### config.mk
export PLATFORM = sky130hd
export DESIGN_NAME = usb_tx_line_encoder
export DESIGN_NICKNAME = d
export VERILOG_FILES = /design/src/rtl/usb_tx_pkg.sv /design/src/rtl/usb_tx_bitcnt.sv /design/src/rtl/usb_tx_line_encoder.sv
export SDC_FILE = /design/constraint.sdc
export NUM_CORES = 1
export LEC_CHECK = 0
export BUFFER_PORTS_ARGS = -buffer_cell sky130_fd_sc_hd__buf_2
export CORE_MARGIN = 4
export CORE_UTILIZATION = 59
export DETAILED_ROUTE_END_ITERATION = 8
export GPL_TIMING_DRIVEN = 0
export PLACE_DENSITY = 0.9
export SYNTH_ARGS = -nofsm -noshare
export SYNTH_HDL_FRONTEND = slang
export SYNTH_SLANG_ARGS = --single-unit
### constraint.sdc
create_clock -name clk -period 3.4 [get_ports clk]
set_input_delay 0.68 -clock clk [delete_from_list [all_inputs] [get_ports clk]]
set_output_delay 0.68 -clock clk [all_outputs]
set_load 0.01 [all_outputs]
### src/rtl/usb_tx_pkg.sv
// Shared types and constants for the USB FS/LS transmit line encoder.
//   - tx_state_e   : encoder FSM states
//   - J_FS/K_FS/J_LS/K_LS/SE0 : line states as {dp, dm}
//   - *_MIN/*_MAX  : legal ranges of the encoder parameters
//   - line_toggle  : NRZI transition between J and K
package usb_tx_pkg;

  typedef enum logic [1:0] {
    ST_IDLE = 2'd0,
    ST_DATA = 2'd1,
    ST_SE0  = 2'd2,
    ST_EOPJ = 2'd3
  } tx_state_e;

  localparam logic [1:0] J_FS = 2'b10;
  localparam logic [1:0] K_FS = 2'b01;
  localparam logic [1:0] J_LS = 2'b01;
  localparam logic [1:0] K_LS = 2'b10;
  localparam logic [1:0] SE0  = 2'b00;

  localparam int unsigned STUFF_LEN_MIN    = 2;
  localparam int unsigned STUFF_LEN_MAX    = 15;
  localparam int unsigned EOP_SE0_BITS_MIN = 1;
  localparam int unsigned EOP_SE0_BITS_MAX = 4;
  localparam int unsigned EOP_J_BITS_MIN   = 1;
  localparam int unsigned EOP_J_BITS_MAX   = 4;

  // J goes to K; anything else (K) goes back to J.
  function automatic logic [1:0] line_toggle(input logic [1:0] line, input logic low_speed);
    logic [1:0] j;
    logic [1:0] k;
    j = low_speed ? J_LS : J_FS;
    k = low_speed ? K_LS : K_FS;
    return (line == j) ? k : j;
  endfunction

endpackage

### src/rtl/usb_tx_bitcnt.sv
// Loadable saturating up-counter with a terminal-count compare.
//   clk, n_rst : clock, async active-low reset (count resets to 0)
//   load       : load load_val (has priority over inc)
//   load_val   : value loaded on load
//   inc        : increment, saturating at MAX
//   term       : terminal value compared against the current count
//   tc_c       : combinational, count == term
module usb_tx_bitcnt #(
  parameter int unsigned MAX = 15,
  localparam int unsigned W  = $clog2(MAX + 1)
) (
  input  logic         clk,
  input  logic         n_rst,
  input  logic         load,
  input  logic [W-1:0] load_val,
  input  logic         inc,
  input  logic [W-1:0] term,
  output logic         tc_c
);

  logic [W-1:0] cnt_q;

  // Count register: load wins over increment; increment stops at MAX.
  always_ff @(posedge clk or negedge n_rst) begin
    if (!n_rst) begin
      cnt_q <= '0;
    end else if (load) begin
      cnt_q <= load_val;
    end else if (inc && (cnt_q != W'(MAX))) begin
      cnt_q <= cnt_q + W'(1);
    end
  end

  assign tc_c = (cnt_q == term);

endmodule

### src/rtl/usb_tx_line_encoder.sv
// USB full-/low-speed transmit line encoder: NRZI encoding, inline bit
// stuffing, configurable-length EOP, registered D+/D- drive.
// Optional build macro: USB_TX_ABORT_EN (adds tx_abort; forced stuff error
// followed by a normal EOP).
// Ports:
//   clk, n_rst   : clock, async active-low reset
//   bit_strobe   : one-cycle pulse per bit time
//   tx_start     : begin packet; also the strobe for the first bit
//   tx_data      : serial data bit (1 = no transition)
//   send_eop     : end packet after the current bit
//   tx_abort     : (USB_TX_ABORT_EN only) abort packet with a stuff error
//   dplus/dminus : registered line drive
//   data_take    : comb, tx_data consumed this cycle
//   stuff_active : comb, stuffed bit emitted this cycle
//   busy         : encoder not idle
//   eop_done     : comb, end of the last EOP J bit
module usb_tx_line_encoder
  import usb_tx_pkg::*;
#(
  parameter bit          LOW_SPEED    = 1'b0,
  parameter int unsigned STUFF_LEN    = 6,
  parameter int unsigned EOP_SE0_BITS = 2,
  parameter int unsigned EOP_J_BITS   = 1
) (
  input  logic clk,
  input  logic n_rst,
  input  logic bit_strobe,
  input  logic tx_start,
  input  logic tx_data,
  input  logic send_eop,
`ifdef USB_TX_ABORT_EN
  input  logic tx_abort,
`endif
  output logic dplus,
  output logic dminus,
  output logic data_take,
  output logic stuff_active,
  output logic busy,
  output logic eop_done
);

  localparam int unsigned OW     = $clog2(STUFF_LEN + 1);
  localparam int unsigned BC_MAX = (EOP_SE0_BITS > EOP_J_BITS) ? EOP_SE0_BITS : EOP_J_BITS;
  localparam int unsigned BW     = $clog2(BC_MAX + 1);
  localparam logic [1:0]  LINE_J = LOW_SPEED ? J_LS : J_FS;
  localparam logic [1:0]  LINE_K = LOW_SPEED ? K_LS : K_FS;

  if ((STUFF_LEN < STUFF_LEN_MIN) || (STUFF_LEN > STUFF_LEN_MAX)) begin : g_bad_stuff_len
    $error("STUFF_LEN out of range");
  end
  if ((EOP_SE0_BITS < EOP_SE0_BITS_MIN) || (EOP_SE0_BITS > EOP_SE0_BITS_MAX)) begin : g_bad_se0
    $error("EOP_SE0_BITS out of range");
  end
  if ((EOP_J_BITS < EOP_J_BITS_MIN) || (EOP_J_BITS > EOP_J_BITS_MAX)) begin : g_bad_j
    $error("EOP_J_BITS out of range");
  end

  tx_state_e  state_q, state_d;
  logic [1:0] line_q, line_d;
  logic       eop_pend_q, eop_pend_d;

  logic          ones_load, ones_inc, ones_tc;
  logic          bit_load, bit_inc, bit_tc;
  logic [BW-1:0] bit_term;

  // Consecutive-ones count for stuffing.
  usb_tx_bitcnt #(.MAX(STUFF_LEN)) u_ones_cnt (
    .clk      (clk),
    .n_rst    (n_rst),
    .load     (ones_load),
    .load_val (OW'(0)),
    .inc      (ones_inc),
    .term     (OW'(STUFF_LEN)),
    .tc_c     (ones_tc)
  );

  // Bit-time count within the SE0 and J phases of the EOP.
  usb_tx_bitcnt #(.MAX(BC_MAX)) u_bit_cnt (
    .clk      (clk),
    .n_rst    (n_rst),
    .load     (bit_load),
    .load_val (BW'(1)),
    .inc      (bit_inc),
    .term     (bit_term),
    .tc_c     (bit_tc)
  );

  assign bit_term = (state_q == ST_EOPJ) ? BW'(EOP_J_BITS) : BW'(EOP_SE0_BITS);

`ifdef USB_TX_ABORT_EN
  localparam int unsigned AB_MAX = STUFF_LEN + 1;
  localparam int unsigned AW     = $clog2(AB_MAX + 1);

  logic abort_pend_q, abort_pend_d;
  logic abort_act_q, abort_act_d;
  logic abort_load, abort_inc, abort_tc;

  // Length of the forced no-transition run.
  usb_tx_bitcnt #(.MAX(AB_MAX)) u_abort_cnt (
    .clk      (clk),
    .n_rst    (n_rst),
    .load     (abort_load),
    .load_val (AW'(1)),
    .inc      (abort_inc),
    .term     (AW'(AB_MAX)),
    .tc_c     (abort_tc)
  );

  always_ff @(posedge clk or negedge n_rst) begin
    if (!n_rst) begin
      abort_pend_q <= 1'b0;
      abort_act_q  <= 1'b0;
    end else begin
      abort_pend_q <= abort_pend_d;
      abort_act_q  <= abort_act_d;
    end
  end
`endif

  // State, line and pending-EOP registers.
  always_ff @(posedge clk or negedge n_rst) begin
    if (!n_rst) begin
      state_q    <= ST_IDLE;
      line_q     <= LINE_J;
      eop_pend_q <= 1'b0;
    end else begin
      state_q    <= state_d;
      line_q     <= line_d;
      eop_pend_q <= eop_pend_d;
    end
  end

  // Next state, next line level and per-bit strobes.
  always_comb begin
    state_d      = state_q;
    line_d       = line_q;
    eop_pend_d   = eop_pend_q;
    data_take    = 1'b0;
    stuff_active = 1'b0;
    eop_done     = 1'b0;
    ones_load    = 1'b0;
    ones_inc     = 1'b0;
    bit_load     = 1'b0;
    bit_inc      = 1'b0;
`ifdef USB_TX_ABORT_EN
    abort_pend_d = abort_pend_q;
    abort_act_d  = abort_act_q;
    abort_load   = 1'b0;
    abort_inc    = 1'b0;
`endif

    unique case (state_q)
      ST_IDLE: begin
        line_d = LINE_J;
        if (tx_start) begin
          ones_load = 1'b1;
          data_take = 1'b1;
          line_d    = tx_data ? LINE_J : LINE_K;
          state_d   = ST_DATA;
`ifdef USB_TX_ABORT_EN
          abort_pend_d = 1'b0;
          abort_act_d  = 1'b0;
`endif
        end
      end

      ST_DATA: begin
        if (send_eop) begin
          eop_pend_d = 1'b1;
        end
`ifdef USB_TX_ABORT_EN
        if (tx_abort && !abort_act_q) begin
          abort_pend_d = 1'b1;
        end
`endif
        if (bit_strobe) begin
`ifdef USB_TX_ABORT_EN
          // Abort run: hold the line with stuffing suppressed, then EOP.
          if (abort_act_q) begin
            if (abort_tc) begin
              line_d      = SE0;
              bit_load    = 1'b1;
              eop_pend_d  = 1'b0;
              abort_act_d = 1'b0;
              state_d     = ST_SE0;
            end else begin
              abort_inc = 1'b1;
            end
          end else if (abort_pend_q) begin
            abort_pend_d = 1'b0;
            abort_act_d  = 1'b1;
            abort_load   = 1'b1;
            ones_load    = 1'b1;
          end else
`endif
          // A due stuff bit goes out before the EOP.
          if (ones_tc) begin
            line_d       = line_toggle(line_q, LOW_SPEED);
            stuff_active = 1'b1;
            ones_load    = 1'b1;
          end else if (eop_pend_q) begin
            line_d     = SE0;
            bit_load   = 1'b1;
            eop_pend_d = 1'b0;
            state_d    = ST_SE0;
          end else begin
            data_take = 1'b1;
            if (tx_data) begin
              ones_inc = 1'b1;
            end else begin
              line_d    = line_toggle(line_q, LOW_SPEED);
              ones_load = 1'b1;
            end
          end
        end
      end

      ST_SE0: begin
        if (bit_strobe) begin
          if (bit_tc) begin
            line_d   = LINE_J;
            bit_load = 1'b1;
            state_d  = ST_EOPJ;
          end else begin
            bit_inc = 1'b1;
          end
        end
      end

      ST_EOPJ: begin
        if (bit_strobe) begin
          if (bit_tc) begin
            eop_done = 1'b1;
            state_d  = ST_IDLE;
          end else begin
            bit_inc = 1'b1;
          end
        end
      end

      default: begin
        state_d = ST_IDLE;
        line_d  = LINE_J;
      end
    endcase
  end

  assign dplus  = line_q[1];
  assign dminus = line_q[0];
  assign busy   = (state_q != ST_IDLE);

endmodule

==> summary.md, run 1 <==
| Metric | Value |
|---|---|
| P_leak | 0.0004383 uW |
| Final Setup Violations | 0 |
| DIE HEIGHT | 45.86 um |
| Peak VDD IR | 0.5929 mV |
| Ys flop type | dfrtp_1 |
| NumNets Final | 131 |
| Min Tclk post-route | around 2400 ps |
| R2R cell count | 5 |
| Io pins | 12 |
| DPL Wire Length | about 1.3 mm |
| Via density | ~6.0 |
| CP Launch Type | flop |
| Status | finished clean |
| Dominant cell type by area after synthesis | dfrtp_1 |
| Crit path kind | reg2out |
| Worst Tran Pin Value | roughly 380 ps |
| Fillers | between 100 and 150 |
| Unique masters post-synth | 35 |
| Sequential area share after synthesis | ~30% |
| Cell count after synthesis | 100 |
| Total Routed Length | 1.681 mm |
| DP Worst Slack | approximately 1300 ps |
| Final period util | 69.70% |
| Type of destination of the critical path | output port |
| Clock sinks | 10 |
| Most common cell after layout, fill and taps aside | buf_2 |
| Maximum clock frequency | 422.0 MHz |
| H-tree levels | 1 |
| RSZ-0062 raised after global routing | false |
| Synth top area share | 26.63% |
| DRC | 0 |
| Arr. time, crit path | approximately 1700 ps |
| Power per Cell Area | between 900 and 1000 nW/um^2 |
| Worst clock skew | 5.318 ps |
| Post-synthesis mux area share | under 10% |
| GRT Overall Usage | a little under a fifth |
| Xor/xnor share of the synthesized area | approximately 6.1% |
| Mapped Area | 845.8 um^2 |
| Final worst slack | 1030 ps |
| Cell Count, Final, Fillers Out | 130 |
| Largest net degree at the start of global routing | 11 |
| Initial Utilization | 63.41% |
| Reg2reg end | line_q[0] |
| Reg2reg setup slack | 1500 ps |
| MaxCap Viol Count | 0 |
| Yosys reg bits | 10 |
| Clock-pin slew on the worst setup and hold paths | roughly 70 ps |
| First-pass GRT wire length | 2.898 mm |
| Number of CTS-inserted buffers | 3 |
| Fraction of layout instances using a drive strength above 1 | 15.65% |
| Worst hold path type | in2async |
| Initial antenna violation count | 0 |
| Max-Slew Margin vs Limit | around three quarters |
| Port Buf Inserts | 11 |
| Iter 0 DRT Violations | 20 |
| Syn_nets | 115 |
| Post_cts resized | 0 |
| Setup TNS | 0 ps |
| Final Hold Viols | 0 |
| Gr ovfl total | 0 |
| Core Area | 1334 um^2 |
| Worst reg2reg startpoint | state_q[1] |
| # Post-CTS Setup Buffers | 0 |
| ANT cells | 0 |
| Gp weighted congestion | 0.8883 |
| CTS tree | built |
| Placed cells | roughly 130 |
| Required @ worst endpoint | 2720 ps |
| TritonRoute pass-1 iters | 5 |
| Syn. warnings | 0 |
| Vias | 777 |
| Post-synth EDFFs | 0 |
| Die ar. | 2103 um^2 |
| CTS Buffer Depth | 2 |
| Area delta synth->final | 11.83% |
| Die Wd | between 40 and 50 um |
| Routed length per placed instance | 12.93 um |
| Crit-path max FO | 7 |
| Synth Area in Adders | about an eighth |
| Antenna violation net count after detailed routing | 0 |
| Most frequent cells in the layout | buf_2 (12), nand2_1 (10), o21ai_0 (9), ha_1 (9), dfrtp_1 (9) |
| Row count | 13 |
| CTS root buffer | clkbuf_4 |
| Pins Over Slew Limit | 0 |
| Post-Synth Simple-Gate Area | about a fifth |
| Top cells by area in the synthesized netlist | dfrtp_1 (27%), ha_1 (13%), o21ai_0 (5.3%) |
| Asr flop ratio synth | 100.0% |
| Vias in the first global route | 670 |
| Post-synthesis compound-gate area fraction | 22.49% |
| Largest family of logic cells by synthesized area | compound AO/OA/AOI/OAI gates |
| CTS Hold Buffers Added | 0 |
| Syn_area_per_cell | approximately 8.5 um^2 |
| Later-pin clock latency in the skew report | 270 ps |
stage by stage:
stage / hold WS, ps / power, uW / cell area [um^2] / utilization, %
floorplan: 384.4 / 670.8 / 845.8 / -
detailed placement: 532.3 / 800.2 / 919.6 / 68.95
global route: 267.2 / 980.9 / 945.9 / 70.92
global placement: 515.0 / 783.3 / 919.6 / 68.95
CTS: 262.8 / 890.8 / 945.9 / 70.92
finish: 260.9 / 889.8 / 945.9 / 70.92
cells in the mapped netlist (all sizes together), types with 2 or more instances:
cell,instances
nand2,10
dfrtp,9
ha,9
o21ai,9
inv,7
nor2,7
nand3,6
xnor2,4
a21o,3
a31oi,3
nand2b,3
nor3,3
a21oi,2
and2,2
clkbuf,2
mux2,2
logic make-up after synthesis:
logic type	after synthesis
flip-flops	10
AO/OA/AOI/OAI	28
buffers and inverters	10
multiplexers	2
XOR/XNOR	5
AND/OR/NAND/NOR	36
adder cells (fa/ha/maj)	9
sequential cells by signal (all words and copies together), names as in the netlist:
signal / flops
line_q: 2
state_q: 2
eop_pend_q: 1
u_ones_cnt.cnt_q: 3
u_bit_cnt.cnt_q: 2
power by group:
group          switching, uW  leakage (uW)  total [uW]  internal, uW
combinational            327      0.000300         577           251
clock                   40.7     0.0000150        86.0          45.4
sequential              52.4      0.000124         227           174
how the worst max path moves through the flow:
stage	from	end	slack, ps	depth (start not counted)
final	state_q[1]	data_take	1030	5
after global routing	state_q[1]	data_take	870	5
after CTS	state_q[1]	data_take	1040	5
after detailed placement	state_q[1]	data_take	1330	5
after global placement	state_q[1]	data_take	1360	5
after floorplan	state_q[1]	data_take	1510	4
layer usage:
layer  GRT usage [%]  vias to the layer above  share of wire (%)
met3           2.372                        5                4.7
met5               0                        -                  0
li1                -                      388                  -
met1           25.66                      358                 49
met2           29.40                       26                 44
met4           10.23                        0                2.4
critical path: stages, from the launching register on:
cell and delay (ps):
dfrtp_1 430, inv_1 170, ha_1 310, nand3_1 190, o21ai_0 180, buf_2 150
layout make-up:
type                       count  area [um^2]  area share (%)
buffer                         3        12.51           1.323
clock buffer                   4        26.28           2.778
inverter                       7        26.28           2.778
multi-input combinational     80        555.5           58.73
sequential                    10        251.5           26.59
tap                           15        18.77           1.984
timing repair buffer          11        55.05           5.820
No activity file was read; power rests on OpenSTA's default activity.
==> run 2, diff against run 1 <==
- ABC_AREA: unset -> 1
- CORE_UTILIZATION: 59 -> 55
- PLACE_DENSITY: 0.9 -> 0.85
- clock period: 3.4 -> 2.3 ns (I/O delays scaled with it)
==> run 2 against run 1 <==
  * Synthesized area increased by 0.59%
  * Final area increased by 1.6%
  * Largest power group unchanged
  * Critical path depth increased by 2
  * Final cell count increased by 15%
  * Die area increased by 6.5%
  * Register-to-register slack got worse by 770 ps
  * Sequential share of layout area decreased by 0.42 points
  * Largest cell class unchanged
  * Sequential power increased by 51%
  * Combinational power increased by 37%
  * Synthesized cell count increased by 19%
==> summary.md, run 2 <==
| Metric | Value |
|---|---|
| DRC | 0 (unchanged) |
| Power per Cell Area | 1346 nW/um^2 (+43%) |
| Ys flop type | dfrtp_1 |
| Critical path's slowest cell | dfrtp_1 |
| Most common cell after layout, fill and taps aside | nand2_1 |
| Min Tclk post-route | 2147 ps |
| Syn_area_per_cell | 7.150 um^2 (-15%) |
| Arr. time, crit path | 1690 ps (about the same) |
| Asr flop ratio synth | 100.0% (unchanged) |
| Commonest cells post-synth | nand2_1 (37), inv_1 (17), dfrtp_1 (9), ha_1 (9) |
| Final worst slack | 153.1 ps (-877.0 ps) |
| Crit-path max FO | 6 (-1) |
| Worst Tran Pin Value | 235.3 ps (-140.7 ps) |
| Reg with most FFs | u_ones_cnt.cnt_q |
| Final Setup Violations | 0 (unchanged) |
| Placed cell area | 924.6 um^2 (+0.54%) |
| Setup TNS | 0 ps (unchanged) |
| Crit-path cells | inv_1 -> ha_1 -> nand2_2 -> inv_2 -> nand2_4 -> o21ai_0 -> buf_2 |
| R2R cell count | 9 (+4) |
| Worst reg2reg startpoint | state_q[1] |
| Worst Setup EP | data_take |
| Worst hold path type | in2async |
| Crit path launch | state_q[1] |
| Reg2reg end | u_ones_cnt.cnt_q[0] |
| Required @ worst endpoint | 1840 ps (-880 ps) |
| NumNets Final | 150 (+15%) |
| Final Instance Area | 960.9 um^2 (+1.6%) |
| CTS Hold Buffers Added | 0 (unchanged) |
| Later-pin clock latency in the skew report | 270 ps (about the same) |
| DP Worst Slack | 461.3 ps (-864.0 ps) |
| Cell count after synthesis | 119 (+19%) |
| # Post-CTS Setup Buffers | 0 (unchanged) |
| Largest net degree at the start of global routing | 11 (unchanged) |
| Core Area | 1383 um^2 (+3.7%) |
| ANT cells | 0 (unchanged) |
| Pins Over Slew Limit | 0 (unchanged) |
| Type of destination of the critical path | output port |
| Die ar. | 2240 um^2 (+6.5%) |
| RSZ-0062 raised after global routing | false |
| Most frequent cells in the layout | nand2_1 (37), inv_1 (17), buf_2 (11) |
| CP peak stage delay | 430 ps (about the same) |
| TritonRoute pass-1 iters | 4 (-1) |
| MaxCap Viol Count | 0 (unchanged) |
| CTS root buffer | clkbuf_4 |
| Synth top area share | 26.47% (-0.16 points) |
| Total Routed Length | 1.733 mm (+3.1%) |
| Via density | 5.282 (-12%) |
| Dominant cell type by area after synthesis | dfrtp_1 |
| Gr ovfl total | 0 (unchanged) |
| P_leak | 0.0005859 uW (+34%) |
| Maximum clock frequency | 465.8 MHz |
| Post-synth EDFFs | 0 (unchanged) |
| Number of CTS-inserted buffers | 3 (unchanged) |
| Clock-pin slew on the worst setup and hold paths | 70 ps (about the same) |
| Final period util | 93.34% |
| Reg2reg setup slack | 730 ps (-770 ps) |
| CTS Buffer Depth | 2 (unchanged) |
| DIE HEIGHT | 47.33 um (+3.2%) |
| Clock sinks | 10 (unchanged) |
| Post_cts resized | 0 (unchanged) |
| Peak VDD IR | 0.6714 mV (+13%) |
| Initial Utilization | 61.54% (-1.9 points) |
| Io pins | 12 (unchanged) |
| Iter 0 DRT Violations | 14 (-30%) |
| Top-count cell post-synth | nand2_1 |
| Mapped Area | 850.8 um^2 (+0.59%) |
| Worst clock skew | 3.074 ps (-2.244 ps) |
| Vias | 787 (+1.3%) |
| Gp weighted congestion | 0.8369 (-5.8%) |
| Port Buf Inserts | 11 (unchanged) |
| Area delta synth->final | 12.94% |
| CP Launch Type | flop |
| Final Hold Viols | 0 (unchanged) |
| Routed length per placed instance | 11.63 um (-10%) |
| Fraction of layout instances using a drive strength above 1 | 26.87% (+11 points) |
| Max-Slew Margin vs Limit | 84.31% (+9.6 points) |
| DPL Wire Length | 1.409 mm (+6.7%) |
| Initial antenna violation count | 0 (unchanged) |
| Row count | 13 (unchanged) |
| Die Wd | 47.33 um (+3.2%) |
| Sequential area share after synthesis | 29.56% (-0.17 points) |
| H-tree levels | 1 (unchanged) |
| Max FFs per register | 3 (unchanged) |
| Yosys reg bits | 10 (unchanged) |
| Unique masters post-synth | 22 (-37%) |
| Status | finished clean |
| Syn_nets | 134 (+17%) |
| Top cells by area in the synthesized netlist | dfrtp_1 (26%), nand2_1 (16%), ha_1 (13%) |
| CTS tree | built |
| Syn. warnings | 0 (unchanged) |
| Antenna violation net count after detailed routing | 0 (unchanged) |
| GRT Overall Usage | 19.80% (+0.68 points) |
| First-pass GRT wire length | 3.132 mm (+8.1%) |
| Crit path kind | reg2out |
| Vias in the first global route | 751 (+12%) |
run 2: area by class of cell:
| cell class | count | area, um^2 |
|---|---|---|
| multi-input combinational | 87 | 516.7 |
| fill | 120 | 421.7 |
| sequential | 10 | 251.5 |
| inverter | 22 | 82.58 |
| timing repair buffer | 11 | 55.05 |
| clock buffer | 4 | 36.28 |
| tap | 15 | 18.77 |
run 2: kinds of logic after synthesis:
| kind of cell | count (synthesis) | share of synthesized area [%] |
|---|---|---|
| and+or+nand+nor | 65 | 37.94 |
| buffers and inverters | 22 | 9.706 |
| AOI/OAI and AO/OA | 12 | 8.529 |
| DFF | 10 | 29.56 |
| adders and majority gates | 9 | 13.24 |
| xor gates and xnor gates | 1 | 1.030 |
run 2: layer usage:
metal / vias up / GRT usage (%) / wire, um / share of wire [%]
met5: - / 0 / 0 / 0
met1: 358 / 27.87 / 824 / 48
li1: 402 / - / - / -
met4: 0 / 8.287 / 29 / 1.7
met2: 23 / 29.68 / 782 / 45
met3: 4 / 3.448 / 97 / 5.6
run 2: through the flow:
step | std cells | power [uW] | utilization [%] | hold WS, ps
after global routing | 149 | 1434 | 69.50 | 47.76
after CTS | 149 | 1296 | 69.50 | 45.25
after global placement | 145 | 1076 | 66.88 | 326.6
after floorplan | 119 | 932.9 | - | 164.4
final | 149 | 1294 | 69.50 | 43.64
after detailed placement | 145 | 1130 | 66.88 | 331.8
run 2: how the worst min path moves through the flow:
stage,from,end,depth (start not counted)
after floorplan,n_rst,eop_pend_q,0
after global placement,n_rst,u_ones_cnt.cnt_q[1],1
after global routing,n_rst,u_ones_cnt.cnt_q[1],1
final,n_rst,state_q[1],1
after detailed placement,n_rst,u_ones_cnt.cnt_q[1],1
after CTS,n_rst,u_ones_cnt.cnt_q[1],1
run 2: power breakdown:
group,switching (uW),internal (uW)
logic,509,283
clock network,63.2,96.1
registers,80.8,261
run 2: critical path, delay by kind of cell, from the launching register on:
family	cells	cell delay [ps]
AND/OR/NAND/NOR	2	180
adder cells (fa/ha/maj)	1	300
buffers and inverters	3	370
AO/OA/AOI/OAI	1	140
flip-flops	1	430
==> run 3, diff against run 2 <==
==> constraint.sdc (replaced) <==
create_clock -name clk -period 2.3 [get_ports clk]
set_input_delay 0.23 -clock clk [delete_from_list [all_inputs] [get_ports clk]]
set_output_delay 0.23 -clock clk [all_outputs]
set_load 0.01 [all_outputs]
==> run 3 against run 2 <==
  * Final area is 1.0% higher
  * Via count is 0.51% higher
  * Count of clock-buffer cells in the layout stayed put
  * Setup slack better by 230 ps
  * Critical path depth stayed put
  * Global-route usage is 0.31 points higher
  * Maximum frequency is 12% higher
  * Power is 0.15% higher
  * Largest cell class unchanged
  * Largest power group unchanged
==> summary.md, run 3 (synthesized netlist as in run 2, its figures left out) <==
| Metric | Value |
|---|---|
| Final Setup Violations | 0 (unchanged) |
| Die ar. | 2240 um^2 (unchanged) |
| Gr ovfl total | 0 (unchanged) |
| Clock-pin slew on the worst setup and hold paths | 70 ps (about the same) |
| Critical path's slowest cell | dfrtp_1 |
| Uppermost routed layer | met4 |
| GRT Overall Usage | 20.11% (+0.31 points) |
| Gp weighted congestion | 0.8369 (unchanged) |
| P_leak | 0.0005901 uW (+0.71%) |
| Footprint of the multi-input gates | 516.7 um^2 (unchanged) |
| Via density | 5.273 (-0.16%) |
| First-pass GRT wire length | 3.167 mm (+1.1%) |
| Vias | 791 (+0.51%) |
| Post_cts resized | 0 (unchanged) |
| Maximum clock frequency | 521.5 MHz (+12%) |
| Antenna violation net count after detailed routing | 0 (unchanged) |
| Max FFs per register | 3 (unchanged) |
| ANT cells | 0 (unchanged) |
| Core Area | 1383 um^2 (unchanged) |
| # Post-CTS Setup Buffers | 0 (unchanged) |
| Crit-path max FO | 6 (unchanged) |
| Pins Over Slew Limit | 0 (unchanged) |
| CTS Hold Buffers Added | 1 (+1) |
| TritonRoute pass-1 iters | 4 (unchanged) |
| DPL Wire Length | 1.409 mm (unchanged) |
| Area delta synth->final | 14.12% |
| Fillers | 119 (-0.83%) |
| Largest net degree at the start of global routing | 11 (unchanged) |
| Die Wd | 47.33 um (unchanged) |
| Worst Tran Pin Value | 235.7 ps (+0.3358 ps) |
| MaxCap Viol Count | 0 (unchanged) |
| Reg with most FFs | u_ones_cnt.cnt_q |
| H-tree levels | 1 (unchanged) |
| Power per Cell Area | 1334 nW/um^2 (-0.88%) |
| CP peak stage delay | 430 ps (about the same) |
| Worst hold slack | 271.2 ps (+227.6 ps) |
| Setup TNS | 0 ps (unchanged) |
| Final Hold Viols | 0 (unchanged) |
| Initial antenna violation count | 0 (unchanged) |
| NumNets Final | 151 (+0.67%) |
| DR WL met3 | 97 um (unchanged) |
| Most common cell after layout, fill and taps aside | nand2_1 |
| Vias in the first global route | 757 (+0.80%) |
| Iter 0 DRT Violations | 14 (unchanged) |
| Metal-1 WL | 826 um (+0.24%) |
| Number of CTS-inserted buffers | 3 (unchanged) |
| Fraction of layout instances using a drive strength above 1 | 26.67% (-0.20 points) |
| CTS tree | built |
| DRC | 0 (unchanged) |
| CTS Buffer Depth | 2 (unchanged) |
| Routed length per placed instance | 11.75 um (+1.0%) |
| Clock sinks | 10 (unchanged) |
| Crit path kind | reg2out |
| Peak VDD IR | 0.6717 mV (about the same) |
| Tot Pwr | 1296 uW (+0.15%) |
| Status | finished clean |
| Core occupancy in the finished layout | 70.23% (+0.72 points) |
| DIE HEIGHT | 47.33 um (unchanged) |
| Most frequent cells in the layout | nand2_1 (37), inv_1 (17), buf_2 (11) |
| Register Area | 251.5 um^2 (unchanged) |
| Row count | 13 (unchanged) |
| Total Routed Length | 1.762 mm (+1.7%) |
| Crit-path cells | inv_1 -> ha_1 -> nand2_2 -> inv_2 -> nand2_4 -> o21ai_0 -> buf_2 |
| Io pins | 12 (unchanged) |
| Later-pin clock latency in the skew report | 270 ps (about the same) |
| Worst hold path type | in2reg |
| Type of destination of the critical path | output port |
| Initial Utilization | 61.54% (unchanged) |
| Max-Slew Margin vs Limit | 84.29% (about the same) |
| Port Buf Inserts | 11 (unchanged) |
| CTS root buffer | clkbuf_4 |
| CP Launch Type | flop |
| Arr. time, crit path | 1690 ps (about the same) |
| Required @ worst endpoint | 2070 ps (+230 ps) |
| Final period util | 83.37% (-10 points) |
| Min Tclk post-route | 1918 ps (-229.4 ps) |
| RSZ-0062 raised after global routing | false |
| Worst clock skew | 2.805 ps (-0.2687 ps) |
| Met2 wire length | 808 um (+3.3%) |
==> run 3: critical path, delay by kind of cell (launching register included) <==
family          cells  cell delay (ps)
fa+ha+maj           1              300
compound gates      1              140
flops               1              430
simple gates        2              180
buf+inv             3              370
==> run 3: worst paths after layout <==
kind / start / to / slack [ps] / depth (start not counted)
max: state_q[1] / data_take / 380 / 7
min: send_eop / eop_pend_q / 270 / 5
max reg2reg: state_q[1] / u_ones_cnt.cnt_q[0] / 730 / 9
min reg2reg: line_q[1] / line_q[1] / 490 / 2
max in group asynchronous: n_rst / line_q[1] / 1670 / 2
min in group asynchronous: n_rst / state_q[1] / 370 / 2
==> run 3: power by group <==
| group | total [uW] | switching, uW | internal (uW) |
|---|---|---|---|
| clock network | 160 | 63.6 | 96.1 |
| logic | 794 | 509 | 284 |
| registers | 342 | 80.8 | 261 |
| total | 1300 | 654 | 642 |
==> run 3: routing by layer <==
metal / GRT usage (%) / up-vias
li1: - / 404
met1: 27.87 / 360
met4: 8.287 / 0
met3: 3.448 / 4
met5: 0 / -
met2: 30.75 / 23
==> run 3: cell type report <==
| class | count | share of cell area, % |
|---|---|---|
| multi-input cells | 87 | 53.22 |
| flip-flops and latches | 10 | 25.90 |
| inverters | 22 | 8.505 |
| repair buffers | 12 | 6.701 |
| clock buffers | 4 | 3.737 |
| well taps | 15 | 1.933 |
==> run 3: metrics by stage <==
stage / setup WS [ps] / instance area, um^2 / std cells
3_5_place_dp: 691.3 / 924.6 / 145
2_1_floorplan: 820.4 / 850.8 / 119
6_report: 382.5 / 970.9 / 150
3_3_place_gp: 714.7 / 924.6 / 145
4_1_cts: 380.3 / 970.9 / 150
5_1_grt: 286.9 / 970.9 / 150
